<file path="src/rtl/mrd_pkg.sv">
// Shared types, defaults and helpers for the multi-rate divider.
package mrd_pkg;

    localparam int CW         = 27;
    localparam int DEFAULT_HP = 50_000_000;

    typedef logic [CW-1:0] hp_t;

    // A half-period of zero would never wrap; treat it as the fastest rate.
    // The 32-bit argument keeps the helper usable for any CW up to 32.
    function automatic logic [31:0] clamp_hp(input logic [31:0] v);
        return (v == 32'd0) ? 32'd1 : v;
    endfunction

endpackage

</file>
<file path="src/rtl/multi_rate_divider_channel.sv">
// One divided-clock channel. It holds the half-period counter, the
// active/shadow half-period pair, the pending flag, the toggle and the tick.
module multi_rate_divider_channel #(
    parameter int CW         = 27,
    parameter int DEFAULT_HP = 50_000_000
) (
    input  logic          i_clk,
    input  logic          i_rst,
    input  logic          i_en,
    input  logic          i_restart,
    input  logic          i_we,
    input  logic [CW-1:0] i_hp,
    output logic          o_div_clk,
    output logic          o_tick,
    output logic          o_pend
);

    logic [CW-1:0] r_cnt;
    logic [CW-1:0] r_active;
    logic [CW-1:0] r_shadow;
    logic          r_pend;
    logic          r_div;
    logic          r_tick;
    logic          w_wrap;

    // Terminal count. The active value only changes while the counter is at
    // zero, so the counter can never end up above active-1.
    assign w_wrap = (r_cnt == (r_active - CW'(1)));

    // Counter, toggle, tick and reload. restart ranks above en, and a
    // same-cycle write ranks above a pending reload on restart. Outside
    // restart, a write updates only the shadow register. The later pend
    // assignment therefore wins over the clear from a coincident wrap, and
    // the new value waits for the following wrap.
    always_ff @(posedge i_clk) begin
        if (i_rst) begin
            r_cnt    <= '0;
            r_div    <= 1'b0;
            r_tick   <= 1'b0;
            r_pend   <= 1'b0;
            r_active <= CW'(DEFAULT_HP);
            r_shadow <= CW'(DEFAULT_HP);
        end else if (i_restart) begin
            r_cnt  <= '0;
            r_div  <= 1'b0;
            r_tick <= 1'b0;
            r_pend <= 1'b0;
            if (i_we) begin
                r_active <= i_hp;
                r_shadow <= i_hp;
            end else if (r_pend) begin
                r_active <= r_shadow;
            end
        end else begin
            if (i_en) begin
                if (w_wrap) begin
                    r_cnt  <= '0;
                    r_div  <= ~r_div;
                    r_tick <= 1'b1;
                    if (r_pend) begin
                        r_active <= r_shadow;
                        r_pend   <= 1'b0;
                    end
                end else begin
                    r_cnt  <= r_cnt + CW'(1);
                    r_tick <= 1'b0;
                end
            end else begin
                r_tick <= 1'b0;
            end
            if (i_we) begin
                r_shadow <= i_hp;
                r_pend   <= 1'b1;
            end
        end
    end

    assign o_div_clk = r_div;
    assign o_tick    = r_tick;
    assign o_pend    = r_pend;

endmodule

</file>
<file path="src/rtl/multi_rate_divider.sv">
// NCH independent divided-clock channels. This level decodes and range-checks
// half-period writes and fans out en/restart. The outputs are clock enables
// for clkin-domain logic and must not be used as clocks downstream.
module multi_rate_divider #(
    parameter int NCH        = 4,
    parameter int CW         = mrd_pkg::CW,
    parameter int DEFAULT_HP = mrd_pkg::DEFAULT_HP,
    parameter int SELW       = (NCH > 1) ? $clog2(NCH) : 1
) (
    input  logic            i_clkin,
    input  logic            i_rst,
    input  logic            i_en,
    input  logic            i_restart,
    input  logic            i_hp_we,
    input  logic [SELW-1:0] i_hp_sel,
    input  logic [CW-1:0]   i_hp_val,
    output logic [NCH-1:0]  o_div_clk,
    output logic [NCH-1:0]  o_tick,
    output logic [NCH-1:0]  o_pend
);

    import mrd_pkg::*;

    logic [CW-1:0] w_hp_clamped;
    logic          w_sel_ok;

    assign w_hp_clamped = CW'(clamp_hp(32'(i_hp_val)));
    // The select port can be wider than the channel count. Indices at or
    // beyond NCH are dropped here instead of aliasing onto a real channel.
    assign w_sel_ok     = (32'(i_hp_sel) < NCH);

    for (genvar g = 0; g < NCH; g++) begin : g_ch
        logic w_we;
        assign w_we = i_hp_we && w_sel_ok && (32'(i_hp_sel) == g);

        multi_rate_divider_channel #(
            .CW         (CW),
            .DEFAULT_HP (DEFAULT_HP)
        ) u_ch (
            .i_clk     (i_clkin),
            .i_rst     (i_rst),
            .i_en      (i_en),
            .i_restart (i_restart),
            .i_we      (w_we),
            .i_hp      (w_hp_clamped),
            .o_div_clk (o_div_clk[g]),
            .o_tick    (o_tick[g]),
            .o_pend    (o_pend[g])
        );
    end

endmodule
</file>
<file path="config.mk">
export PLATFORM = sky130hd
export DESIGN_NAME = multi_rate_divider
export DESIGN_NICKNAME = d
export VERILOG_FILES = /design/src/rtl/mrd_pkg.sv /design/src/rtl/multi_rate_divider_channel.sv /design/src/rtl/multi_rate_divider.sv
export SDC_FILE = /design/constraint.sdc
export NUM_CORES = 1
export LEC_CHECK = 0
export BUFFER_PORTS_ARGS = -buffer_cell sky130_fd_sc_hd__clkbuf_2
export CAP_MARGIN = 20
export CORE_ASPECT_RATIO = 0.75
export CORE_MARGIN = 3
export CORE_UTILIZATION = 40
export DETAILED_ROUTE_END_ITERATION = 8
export GPL_TIMING_DRIVEN = 0
export SLEW_MARGIN = 30
export SYNTH_ARGS = -nofsm -noshare
export SYNTH_HDL_FRONTEND = slang
export SYNTH_SLANG_ARGS = --single-unit
export TNS_END_PERCENT = 20
</file>
<file path="constraint.sdc">
create_clock -name i_clkin -period 4.2 [get_ports i_clkin]
set_clock_uncertainty 0.05 [all_clocks]
set_input_delay 0.84 -clock i_clkin [delete_from_list [all_inputs] [get_ports i_clkin]]
set_output_delay 0.84 -clock i_clkin [all_outputs]
set_load 0.05 [all_outputs]
</file>
==> flow_metrics.env <==
export IMPL_cts_buffers=38
export IMPL_yosysWarningCount=0
export IMPL_peakVddDrop_mv=0.295
export IMPL_fin_cells=3080
export IMPL_leakagePower_nw=7.28
export IMPL_hold_buffers=0
export IMPL_fin_crit_sh_pct=96.3
export IMPL_drtAntennaViolNets=0
export IMPL_finalWirelength_mm=59.0
export IMPL_chipHeight_um=193
export IMPL_clockRootBuffer="clkbuf_16"
export IMPL_dieArea_um2=49300
export IMPL_grt_pass1_wl_mm=91.6
export IMPL_hold_class="reg2reg"
export IMPL_drt_wirelength_per_cell_um=19.2
export IMPL_required_ns=4.60
export IMPL_path_max_fanout=10
export IMPL_cp_start_kind="flip-flop"
export IMPL_cts_htree_levels=2
export IMPL_cts_tree="built"
export IMPL_grt_util_all_layers_pct=23.3
export IMPL_async_flop_share_pct=0
export IMPL_yosys_cell_count_top_type="dfxtp_1"
export IMPL_area_growth_pct=12.7
export IMPL_ys_ff_latch=336
export IMPL_crit_path_end_kind="flip-flop"
export IMPL_viasPerCell=5.70
export IMPL_vias=17600
export IMPL_core_rowCount=67
export IMPL_slew_viol_final=0
export IMPL_synth_area_leaders="dfxtp_1, nor2_1, xnor2_1"
export IMPL_cp_startpoint="g_ch[0].u_ch.r_active[7]$_SDFFE_PP1P_"
export IMPL_yosys_area_top_type="dfxtp_1"
export IMPL_port_buffers=18
export IMPL_hpwl_mm=43.2
export IMPL_worst_endpoint_arrival_ns=4.44
export IMPL_drc=0
export IMPL_firstDrtPassIters=5
export IMPL_min_from="g_ch[2].u_ch.r_shadow[9]$_SDFFE_PP0P_"
export IMPL_synth_flop_cell="dfxtp_1"
export IMPL_status="finished clean"
export IMPL_drt_iter0_drc=1603
export IMPL_synth_cells=2367
export IMPL_worst_slew_pin_slew_ns=1.07
export IMPL_powerDensity_nw_per_um2=362
export IMPL_antenna_cells=0
export IMPL_synth_cell_types=81
export IMPL_drive_above_1_share_pct=7.97
export IMPL_cap_viol_max_count=0
export IMPL_insertion_delay_ns=0.57
export IMPL_final_nets=2474
export IMPL_path_clk_slew_ns=0.07
export IMPL_r2r_start="g_ch[0].u_ch.r_active[7]$_SDFFE_PP1P_"
export IMPL_max_slew_margin_pct=28.9
export IMPL_placed_cells=3006
export IMPL_criticalPathCategory="reg2reg"
export IMPL_antenna_found_initial=1
export IMPL_place_congestion=0.917
export IMPL_dpl_cell_area_um2=19500
export IMPL_grt_max_degree=15
export IMPL_clockBufferDepth=3
export IMPL_dieWidth_um=255
export IMPL_synth_top_cells_by_count="dfxtp_1, nor2_1, nand2_1, clkbuf_1, xnor2_1"
export IMPL_synth_seq_area_share_pct=36.1
export IMPL_hold_viol=0
export IMPL_synth_edf_count=0
export IMPL_period_needed_ns=4.05
export IMPL_initial_core_util_pct=41.1
export IMPL_finish_instance_area_um2=21000
export IMPL_cts_sinks=336
export IMPL_core_area_um2=45400
export IMPL_syn_area_um2=18600
export IMPL_synth_top_cell_area_share_pct=36.1
export IMPL_ios=46
export IMPL_syn_avg_cell_area_um2=7.88
export IMPL_synth_nets=2409
export IMPL_max_freq_ghz=0.247
export IMPL_setup_violations=0
export IMPL_grt_pass1_vias=15900
export IMPL_grt_ovfl_total=0
export IMPL_fillers=4477
-- power breakdown --
part / internal, mW / switching [mW] / total (mW)
Combinational: 0.242 / 0.497 / 0.739
Clock: 2.09 / 1.43 / 3.53
Sequential: 3.27 / 0.0747 / 3.35
-- state kept, by name, summed over array words and instances (netlist names) --
register and count:
g_ch.u_ch.o_div_clk 4, g_ch.u_ch.r_active 108, g_ch.u_ch.o_pend 4, g_ch.u_ch.r_cnt 108, g_ch.u_ch.r_shadow 108, g_ch.u_ch.o_tick 4
-- stage by stage --
stage,util (%),power (mW),TNS (ns),hold slack (ns),setup slack (ns)
final,46.3,7.61,0,0.401,0.154
after global routing,46.3,7.89,-0.0333,0.422,-0.0181
after CTS,46.1,7.66,0,0.401,0.0212
after detailed placement,43.0,4.12,-19.13,0.393,-0.348
after global placement,43.0,4.10,-18.03,0.388,-0.304
after floorplan,-,3.89,0,0.381,0.654
-- critical path, cell delays in order (launching register included) --
cell	delay (ns)
dfxtp_1	0.30
clkbuf_1	0.21
or4_1	0.74
or4_1	0.55
or3_1	0.41
a211oi_1	0.26
and4_1	0.26
a41o_1	0.21
clkbuf_4	0.24
o21ai_2	0.17
buf_2	0.24
a221oi_1	0.31
-- kinds of logic after synthesis --
kind of cell | count (synthesis) | share of synthesized area, %
buffers and inverters | 304 | 6.83
AOI/OAI and AO/OA | 451 | 17.5
DFF | 336 | 36.1
muxes | 37 | 2.00
and+or+nand+nor | 996 | 26.1
adders and majority gates | 8 | 0.537
xor gates and xnor gates | 235 | 11.0
-- worst paths after layout --
check	endpoint	slack, ns	cells after the start
worst max-delay path	g_ch[0].u_ch.r_active[11]$_SDFFE_PP0P_	0.15	11
worst min-delay path	g_ch[2].u_ch.r_shadow[9]$_SDFFE_PP0P_	0.40	2
worst max register to register	g_ch[0].u_ch.r_active[11]$_SDFFE_PP0P_	0.15	11
worst min register to register	g_ch[2].u_ch.r_shadow[9]$_SDFFE_PP0P_	0.40	2
-- routing by layer --
metal  global-route usage (%)  share of wire, %
met1                     35.1                49
met2                     34.3                41
met3                     4.52               8.1
met4                     4.83               1.6
met5                        0             0.020
-- area by class of cell --
| cell class | count | area, um^2 | area share [%] |
|---|---|---|---|
| buffer | 198 | 892 | 4.25 |
| clock buffer | 53 | 1110 | 5.27 |
| clock inverter | 14 | 194 | 0.923 |
| inverter | 104 | 390 | 1.86 |
| multi-input combinational | 1727 | 10800 | 51.3 |
| sequential | 336 | 6730 | 32.0 |
| tap | 621 | 777 | 3.70 |
| timing repair buffer | 27 | 158 | 0.750 |
-- cell usage in the layout, fill, tap and decap left out, types with 35 or more instances in the layout --
cell       netlist  routed
nand3_1         53      53
xor2_1         104     104
a221oi_1        40      40
or3_1           46      46
o21ai_0         63      63
nand2_1        244     244
xnor2_1        131     131
a21oi_1         88      88
clkbuf_1       149     143
a211o_1         66      66
nor3_1          77      74
nor2_1         333     331
clkbuf_16        0      38
nand4_1         35      35
a31oi_1         44      44
a22oi_1         37      37
dfxtp_1        336     336
mux2i_1         35      35
inv_1          103     103
-- what timing repair did --
| action | in CTS | in global routing |
|---|---|---|
| gates resized for setup | 15 | 16 |
| pin swaps | 1 | 2 |
| buffers inserted | 3 | 6 |
| endpoints found under the setup margin | 93 | 170 |
(Power assumes the default switching activity.)
